## src/rtl/pong_ball_engine.sv

```systemverilog
// pong_ball_engine: game-logic stage feeding the renderer. Owns the ball
// position and direction, wall/paddle collision, scoring and the
// serve / game-over sequencing.
// Optional feature macro: BALL_SPEEDUP_EN (each paddle return speeds the ball up).
//
// state     | meaning
// INITIAL   | idle, ball parked at centre, waiting for start
// SERVE     | ball parked at centre, counting serve ticks
// MOVE      | ball steps once per tick on both axes
// CHECK     | one cycle: wall reflection and paddle hit/miss test
// SCORE     | one cycle: credit the scorer, re-centre the ball
// GAMEOVER  | scores frozen, banner offset advances per tick

module pong_ball_engine #(
    parameter int SPEED       = 2,
    parameter int MAX_SPEED   = 6,
    parameter int WIN_SCORE   = 7,
    parameter int SERVE_TICKS = 32,
    parameter int TEXT_MAX    = 200
) (
    input  logic       clk,
    input  logic       reset,
    input  logic       tick,
    input  logic       start,
    input  logic       ack,
    input  logic [9:0] p_1,
    input  logic [9:0] p_2,
    output logic [9:0] x,
    output logic [9:0] y,
    output logic [3:0] player_1_score,
    output logic [3:0] player_2_score,
    output logic [9:0] text_offset,
    output logic       q_INITIAL,
    output logic       q_SERVE,
    output logic       q_MOVE,
    output logic       q_CHECK,
    output logic       q_SCORE,
    output logic       q_GAMEOVER
);

    localparam logic [9:0]  X_CENTRE  = 10'd320;
    localparam logic [9:0]  Y_CENTRE  = 10'd240;
    localparam logic [9:0]  X_LEFT    = 10'd19;
    localparam logic [9:0]  X_RIGHT   = 10'd621;
    localparam logic [9:0]  Y_TOP     = 10'd3;
    localparam logic [9:0]  Y_BOTTOM  = 10'd476;
    // paddle half-height plus ball radius
    localparam logic [10:0] PAD_REACH = 11'd43;
    localparam logic [10:0] Y_LAST    = 11'd479;

    localparam int SPD_W = $clog2(MAX_SPEED + 1);
    localparam int CNT_W = $clog2(SERVE_TICKS) + 1;

    localparam logic [SPD_W-1:0] SPD_INIT  = SPD_W'(SPEED);
    localparam logic [CNT_W-1:0] CNT_LAST  = CNT_W'(SERVE_TICKS - 1);
    localparam logic [3:0]       SCORE_WIN = 4'(WIN_SCORE);
    localparam logic [9:0]       TEXT_LAST = 10'(TEXT_MAX);

    typedef enum logic [2:0] {
        S_INITIAL,
        S_SERVE,
        S_MOVE,
        S_CHECK,
        S_SCORE,
        S_GAMEOVER
    } state_t;

    state_t           state_q, state_nxt;
    logic [9:0]       x_q, x_nxt;
    logic [9:0]       y_q, y_nxt;
    logic             dir_x_q, dir_x_nxt;   // 1 = moving right
    logic             dir_y_q, dir_y_nxt;   // 1 = moving down
    logic [SPD_W-1:0] speed_q, speed_nxt;
    logic [CNT_W-1:0] cnt_q, cnt_nxt;
    logic [3:0]       s1_q, s1_nxt;
    logic [3:0]       s2_q, s2_nxt;
    logic [9:0]       text_q, text_nxt;
    logic             scorer_q, scorer_nxt; // 1 = player 2 scored

    logic [9:0]       step;
    logic [3:0]       s1_inc, s2_inc;
    logic             hit_1, hit_2;
    logic [SPD_W-1:0] speed_ret;

    // Paddle window with both bounds clamped to the field.
    function automatic logic in_window(input logic [9:0] paddle, input logic [9:0] ball_y);
        logic [10:0] lo;
        logic [10:0] hi;
        lo = ({1'b0, paddle} > PAD_REACH) ? {1'b0, paddle} - PAD_REACH : 11'd0;
        hi = ({1'b0, paddle} + PAD_REACH > Y_LAST) ? Y_LAST : {1'b0, paddle} + PAD_REACH;
        return ({1'b0, ball_y} >= lo) && ({1'b0, ball_y} <= hi);
    endfunction

    assign step   = 10'(speed_q);
    assign hit_1  = in_window(p_1, y_q);
    assign hit_2  = in_window(p_2, y_q);
    assign s1_inc = (s1_q == 4'd15) ? s1_q : s1_q + 4'd1;
    assign s2_inc = (s2_q == 4'd15) ? s2_q : s2_q + 4'd1;

`ifdef BALL_SPEEDUP_EN
    localparam logic [SPD_W-1:0] SPD_MAX = SPD_W'(MAX_SPEED);
    assign speed_ret = (speed_q < SPD_MAX) ? speed_q + SPD_W'(1) : speed_q;
`else
    assign speed_ret = SPD_INIT;
`endif

    // Next-state and datapath decisions for the whole game sequence.
    always_comb begin
        state_nxt  = state_q;
        x_nxt      = x_q;
        y_nxt      = y_q;
        dir_x_nxt  = dir_x_q;
        dir_y_nxt  = dir_y_q;
        speed_nxt  = speed_q;
        cnt_nxt    = cnt_q;
        s1_nxt     = s1_q;
        s2_nxt     = s2_q;
        text_nxt   = 10'd0;
        scorer_nxt = scorer_q;

        case (state_q)
            S_INITIAL: begin
                x_nxt = X_CENTRE;
                y_nxt = Y_CENTRE;
                if (start) begin
                    state_nxt = S_SERVE;
                    cnt_nxt   = '0;
                    dir_x_nxt = 1'b1;
                end
            end
            S_SERVE: begin
                x_nxt = X_CENTRE;
                y_nxt = Y_CENTRE;
                if (tick) begin
                    if (cnt_q == CNT_LAST) begin
                        state_nxt = S_MOVE;
                        cnt_nxt   = '0;
                        dir_y_nxt = ~dir_y_q;
                    end else begin
                        cnt_nxt = cnt_q + CNT_W'(1);
                    end
                end
            end
            S_MOVE: begin
                if (tick) begin
                    if (dir_x_q)
                        x_nxt = (x_q < X_RIGHT - step) ? x_q + step : X_RIGHT;
                    else
                        x_nxt = (x_q > X_LEFT + step) ? x_q - step : X_LEFT;
                    if (dir_y_q)
                        y_nxt = (y_q < Y_BOTTOM - step) ? y_q + step : Y_BOTTOM;
                    else
                        y_nxt = (y_q > Y_TOP + step) ? y_q - step : Y_TOP;
                    state_nxt = S_CHECK;
                end
            end
            S_CHECK: begin
                state_nxt = S_MOVE;
                if (y_q == Y_TOP)
                    dir_y_nxt = 1'b1;
                if (y_q == Y_BOTTOM)
                    dir_y_nxt = 1'b0;
                if (x_q == X_LEFT && !dir_x_q) begin
                    if (hit_1) begin
                        dir_x_nxt = 1'b1;
                        speed_nxt = speed_ret;
                    end else begin
                        state_nxt  = S_SCORE;
                        scorer_nxt = 1'b1;
                    end
                end else if (x_q == X_RIGHT && dir_x_q) begin
                    if (hit_2) begin
                        dir_x_nxt = 1'b0;
                        speed_nxt = speed_ret;
                    end else begin
                        state_nxt  = S_SCORE;
                        scorer_nxt = 1'b0;
                    end
                end
            end
            S_SCORE: begin
                x_nxt     = X_CENTRE;
                y_nxt     = Y_CENTRE;
                cnt_nxt   = '0;
                speed_nxt = SPD_INIT;
                // the next serve heads toward whoever conceded
                if (scorer_q) begin
                    s2_nxt    = s2_inc;
                    dir_x_nxt = 1'b0;
                    state_nxt = (s2_inc == SCORE_WIN) ? S_GAMEOVER : S_SERVE;
                end else begin
                    s1_nxt    = s1_inc;
                    dir_x_nxt = 1'b1;
                    state_nxt = (s1_inc == SCORE_WIN) ? S_GAMEOVER : S_SERVE;
                end
            end
            S_GAMEOVER: begin
                x_nxt    = X_CENTRE;
                y_nxt    = Y_CENTRE;
                text_nxt = text_q;
                if (tick)
                    text_nxt = (text_q == TEXT_LAST) ? 10'd0 : text_q + 10'd1;
            end
            default: begin
                state_nxt = S_INITIAL;
            end
        endcase
    end

    // Register update; reset and an abandoning ack both restore power-up values.
    always_ff @(posedge clk) begin
        if (reset || (ack && state_q != S_INITIAL)) begin
            state_q  <= S_INITIAL;
            x_q      <= X_CENTRE;
            y_q      <= Y_CENTRE;
            dir_x_q  <= 1'b1;
            dir_y_q  <= 1'b1;
            speed_q  <= SPD_INIT;
            cnt_q    <= '0;
            s1_q     <= 4'd0;
            s2_q     <= 4'd0;
            text_q   <= 10'd0;
            scorer_q <= 1'b0;
        end else begin
            state_q  <= state_nxt;
            x_q      <= x_nxt;
            y_q      <= y_nxt;
            dir_x_q  <= dir_x_nxt;
            dir_y_q  <= dir_y_nxt;
            speed_q  <= speed_nxt;
            cnt_q    <= cnt_nxt;
            s1_q     <= s1_nxt;
            s2_q     <= s2_nxt;
            text_q   <= text_nxt;
            scorer_q <= scorer_nxt;
        end
    end

    assign x              = x_q;
    assign y              = y_q;
    assign player_1_score = s1_q;
    assign player_2_score = s2_q;
    assign text_offset    = text_q;
    assign q_INITIAL      = (state_q == S_INITIAL);
    assign q_SERVE        = (state_q == S_SERVE);
    assign q_MOVE         = (state_q == S_MOVE);
    assign q_CHECK        = (state_q == S_CHECK);
    assign q_SCORE        = (state_q == S_SCORE);
    assign q_GAMEOVER     = (state_q == S_GAMEOVER);

endmodule
```

## config.mk

```make
export PLATFORM = sky130hd
export DESIGN_NAME = pong_ball_engine
export DESIGN_NICKNAME = d
export VERILOG_FILES = /design/src/rtl/pong_ball_engine.sv
export SDC_FILE = /design/constraint.sdc
export NUM_CORES = 1
export LEC_CHECK = 0
export CAP_MARGIN = 20
export CORE_ASPECT_RATIO = 1.2
export CORE_MARGIN = 2
export CORE_UTILIZATION = 41
export CTS_BUF_LIST = sky130_fd_sc_hd__clkbuf_2 sky130_fd_sc_hd__clkbuf_4 sky130_fd_sc_hd__clkbuf_8
export CTS_CLUSTER_SIZE = 25
export DETAILED_ROUTE_END_ITERATION = 8
export PLACE_DENSITY_LB_ADDON = 0.2
export REMOVE_ABC_BUFFERS = 1
export SYNTH_ARGS = -nofsm -noshare
export SYNTH_HDL_FRONTEND = slang
export SYNTH_SLANG_ARGS = --single-unit
```

## constraint.sdc

```tcl
create_clock -name clk -period 7.8 [get_ports clk]
set_input_delay 1.17 -clock clk [delete_from_list [all_inputs] [get_ports clk]]
set_output_delay 1.17 -clock clk [all_outputs]
set_load 0.01 [all_outputs]
```

======== Word-level counts from Yosys, hierarchy flattened ========
Cells that the tools add are included.
cells by class
  magnitude comparators ................... 12
  equal/unequal tests ..................... 25
  bitwise gates (word level) .............. 3
  $add $sub $neg .......................... 16
  muxes and demuxes ....................... 54
  reduce and logical (&&, ||, !) cells .... 26
operators by type and width
  cell                     count
  $mux W10                 9
  $mux W3                  15
  $mux W11                 4
  $pmux W10 S2             2
  $add A10 B6 Y11 const B  2
  $ge A10 B11 Y1           2
  $gt A11 B9 Y1 const B    2
  $le A10 B11 Y1           2
  $sub A10 B6 Y11 const B  2
  $add A10 B3 Y10          2
  $gt A10 B6 Y1 const B    2
  $lt A10 B10 Y1           2
  $sub A10 B3 Y10          2
  $mux W6                  3
  $pmux W3 S6              1
  $pmux W6 S3              1
  $mux W1                  14
  $reduce_and A4 Y1        3
  $add A10 B1 Y10 const B  1
  $eq A10 B10 Y1 const B   1
  $eq A10 B2 Y1 const B    1
  $eq A10 B5 Y1 const B    1
  $eq A10 B8 Y1 const B    1
  $eq A10 B9 Y1 const B    1
  34 further kinds         60
storage, ports and cells
  logic and storage cells ................. 147
  register bits after elaboration ......... 53
  input port bits ......................... 25

======== Depth between registers and ports, before layout ========
  word-level depth ........................ 9
  gate-level depth with buffers ........... 18

======== Least setup slack after synthesis ========
Ideal clock, no wire load.
  kind .................................... in2reg
  from .................................... input p_1[0]
  to ...................................... register state_q[2]
  arrival ................................. 4397 ps
  cell stages on the path ................. 18
  required time ........................... 7676 ps
  setup slack ............................. 3279 ps
  cell sequence ........................... buf_6 > inv_1 > ha_1 > nor2b_1 > o21ai_0 > nor4b_1 > a311oi_2 > o21ai_2 > o31a_1 > a21oi_1 > ha_1 > nand2_1 > or4_1 > o21ai_0 > a21oi_1 > or4_4 > a2bb2oi_2 > o31ai_1
on the way
  cells in the longest elaborated chain, start to end .. 8
  elaborated cells on any way between the ends .. 12
RTL lines
  what                     RTL line  RTL
  start, declared          26        input logic [9:0] p_1,
  $add A10 B6 Y11          90        hi = ({1'b0, paddle} + PAD_REACH > Y_LAST) ? Y_LAST : {1'b0, paddle} + PAD_REACH;
  $gt A11 B9 Y1            90
  $mux W11                 90
  $le A10 B11 Y1           91        return ({1'b0, ball_y} >= lo) && ({1'b0, ball_y} <= hi);
  $logic_and A1 B1 Y1 (*)  91
  $mux W3 (*)              164       if (hit_1) begin
  $mux W3 (*)              163       if (x_q == X_LEFT && !dir_x_q) begin
  $pmux W3 S6 (*)          121       case (state_q)
  end signal, assigned     225       state_q <= state_nxt;
  end, declared            68        state_t state_q, state_nxt;
Every way passes the cells marked *; elsewhere a longest branch is shown, timed or not.
A chain may end at the register's enable or synchronous reset.

======== Worst setup path in the final report ========
Ends and elaborated chain as after synthesis.

==> results_dict.tcl <==
set metrics [dict create \
    timing.critical_path.from "p_1[0]" \
    finalSetupViolCount 0 \
    clock_power_share_pct 32.5 \
    clock_latency_ps 320 \
    first_pass_iters 5 \
    skew_ps 5.38 \
    ys_types 74 \
    grt_util_all_layers_pct 21.3 \
    endpoint_kind "register" \
    ant_nets 0 \
    grt_max_degree 35 \
    via_count 5342 \
    diodes 0 \
    yosysTopAreaCellShare_pct 19.7 \
    cts_sinks 50 \
    worst_pin_slew_ps 709 \
    numCtsBuffers 5 \
    maxCapViolCount 0 \
    criticalPathCategory "in -> reg" \
    p_per_area_mw_per_mm2 99.9 \
    cts_tree "done" \
    slew_headroom_pct 52.7 \
    via_per_inst 5.86 \
    cts_setup_buffers 0 \
    cts_resized 0 \
    synth.avg_cell_area_sq_um 7.16 \
    ys.flop_type "dfxtp_1" \
    grt-ovfl-total 0 \
    drv_slew 0 \
    synth_enable_flop_cells 0 \
    drive_gt1_share_pct 3.86 \
    tns_ps 0 \
    io_pins 69 \
    ys_async_sr_fraction_pct 0 \
    cts_max_path_buffers 2 \
    antenna_found_initial 0 \
    peakVddDrop_uv 59.0 \
    htreeDepth 2 \
    r2r-start "y[6]" \
    cp_max_fo 9 \
    synth_top_area_cell "dfxtp_1" \
    multiInputGateArea_sq_mm 0.00377 \
    status "finished, final reports clean" \
    ys_ff_latch 50 \
    fin_crit_sh_pct 66.6 \
    rsz0062_at_grt "false" \
    hp-class "reg -> reg" \
    comb_power_share_pct 23.8 \
    gp_congestion 0.918 \
    dp_slack_ps 2370 \
    min_from "cnt_q[2]" \
    hold_viol 0 \
    netSwitchingFraction_pct 30.2 \
    grt_pass1_vias 5071 \
    dieWidth_um 106 \
    max_freq_mhz 193 \
    wirelength_um 14100 \
    fillers 1220 \
    num_rows 44 \
    yosys-top-cells-area "dfxtp_1 (20%), ha_1 (13%), a21oi_1 (5.9%), nor2_1 (5.5%), nand2_1 (5.5%)" \
    switchingPower_mw 0.179 \
    fin_nets 829 \
    fin_crit_ps 5190 \
    syn_inst 710 \
    path_clk_slew_ps 100 \
    start_util_pct 42.0 \
    yosys_warnings 0 \
    sequentialPowerShare_pct 43.7 \
    hpwlAfterDp_um 10400 \
    syn2layout_area_growth_pct 16.6 \
    fin_ws_ps 2610 \
    drt_iter0_drc 355 \
    place_area_sq_mm 0.00581 \
    core_sq_mm 0.0121 \
    fin_area_sq_mm 0.00592 \
    p_leak_nw 2.30 \
    cp.arrival_ps 5400 \
    seq_area_frac_synth_pct 19.7 \
    grt_pass1_wl_um 23700 \
    intPower_mw 0.413 \
    netlist_area_sq_mm 0.00508 \
    cp-start-kind "input port" \
    io_buffers 68 \
    hold_buffers 0 \
    cp.required_ps 8010 \
    cts-root-buf "clkbuf_8" \
    die_h_um 126 \
    drt_drc_violations_left 0 \
    regArea_sq_mm 0.00100 \
    routedWlPerCell_um 15.5 \
    die_area_sq_mm 0.0133 \
]
cells by family (layout without fill, tap and decap cells):
logic type	Yosys count	in the layout	share of synthesized area, %
mux	4	4	0.862
simple gates	291	291	28.2
buf+inv	75	115	6.11
xor+xnor	43	43	7.41
other cells	1	2	0.0738
fa+ha+maj	54	54	13.3
compound gates	192	192	24.4
flops	50	50	19.7
layer usage:
metal  up-vias  share of wire, %  wire length [um]  track usage (%)
met4         0               1.9               266             7.97
met2       168                50              7020             37.6
met5         -                 0                 0                0
met1      2500                44              6260             26.6
met3        24               4.0               568             2.28
li1       2650                 -                 -                -
final cells by class:
| type | count | area share, % |
|---|---|---|
| tap | 161 | 3.40 |
| timing repair buffer | 70 | 11.7 |
| multi-input combinational | 586 | 63.7 |
| clock inverter | 3 | 0.739 |
| clock buffer | 5 | 1.16 |
| sequential | 50 | 16.9 |
| inverter | 37 | 2.34 |
worst max-delay path, cell delays in order:
cell	delay (ps)
clkdlybuf4s50_1	570
inv_1	130
ha_1	250
nor2b_1	80
o21ai_0	440
nor4b_1	400
a311oi_2	120
o21ai_2	240
o31a_1	190
a21oi_1	60
ha_1	330
nand2_1	70
or4_1	500
o21ai_0	80
a21oi_1	60
or4_4	460
a2bb2oi_2	180
o31ai_1	70
Yosys cell counts (all sizes together) (11+ instances only):
cell and number:
dfxtp 50, nor2 76, inv 37, xnor2 25
nand4 19, nand2 74, nand3 35, a31oi 11
nor3 21, buf 11, ha 54, xor2 18
a21oi 61, clkbuf 27, o21ai 45
stage by stage:
step / power (mW) / cells / utilization, % / hold WS [ps]
6_report: 0.592 / 912 / 48.9 / 505
4_1_cts: 0.596 / 912 / 48.9 / 507
5_1_grt: 0.626 / 912 / 48.9 / 528
3_5_place_dp: 0.404 / 904 / 48.0 / 493
3_3_place_gp: 0.399 / 904 / 48.0 / 471
2_1_floorplan: 0.354 / 673 / - / 449
cells in the final DEF (no fill, tap or decap), types with 6 or more instances in the layout:
| cell | instances |
|---|---|
| a211oi_1 | 7 |
| a21o_1 | 8 |
| a21oi_1 | 60 |
| a31oi_1 | 11 |
| and2_1 | 7 |
| and3_1 | 9 |
| clkdlybuf4s50_1 | 68 |
| dfxtp_1 | 50 |
| ha_1 | 54 |
| inv_1 | 37 |
| nand2_1 | 74 |
| nand3_1 | 35 |
| nand4_1 | 19 |
| nor2_1 | 75 |
| nor2b_1 | 9 |
| nor3_1 | 21 |
| nor3b_1 | 6 |
| nor4_1 | 6 |
| o21a_1 | 6 |
| o21ai_0 | 41 |
| o31ai_1 | 7 |
| xnor2_1 | 25 |
| xor2_1 | 18 |
state kept, by name, indices dropped and copies added (netlist names):
name / count
cnt_q: 6
y: 10
dir_x_q: 1
dir_y_q: 1
state_q: 3
player_2_score: 4
text_offset: 10
x: 10
player_1_score: 4
scorer_q: 1
power groups by stage:
stage	Combinational [mW]	Sequential [mW]	Clock [mW]
2_1_floorplan	0.0905	0.264	0
3_3_place_gp	0.135	0.264	0
3_5_place_dp	0.140	0.264	0
4_1_cts	0.141	0.258	0.197
5_1_grt	0.159	0.259	0.209
6_report	0.141	0.258	0.192
worst paths after layout:
kind | endpoint | slack (ps) | cells after the start
min | cnt_q[2] | 510 | 2
max reg2reg | dir_x_q | 5080 | 8
max | state_q[2] | 2610 | 18
min reg2reg | cnt_q[2] | 510 | 2
No activity file was read; power rests on OpenSTA's default activity.
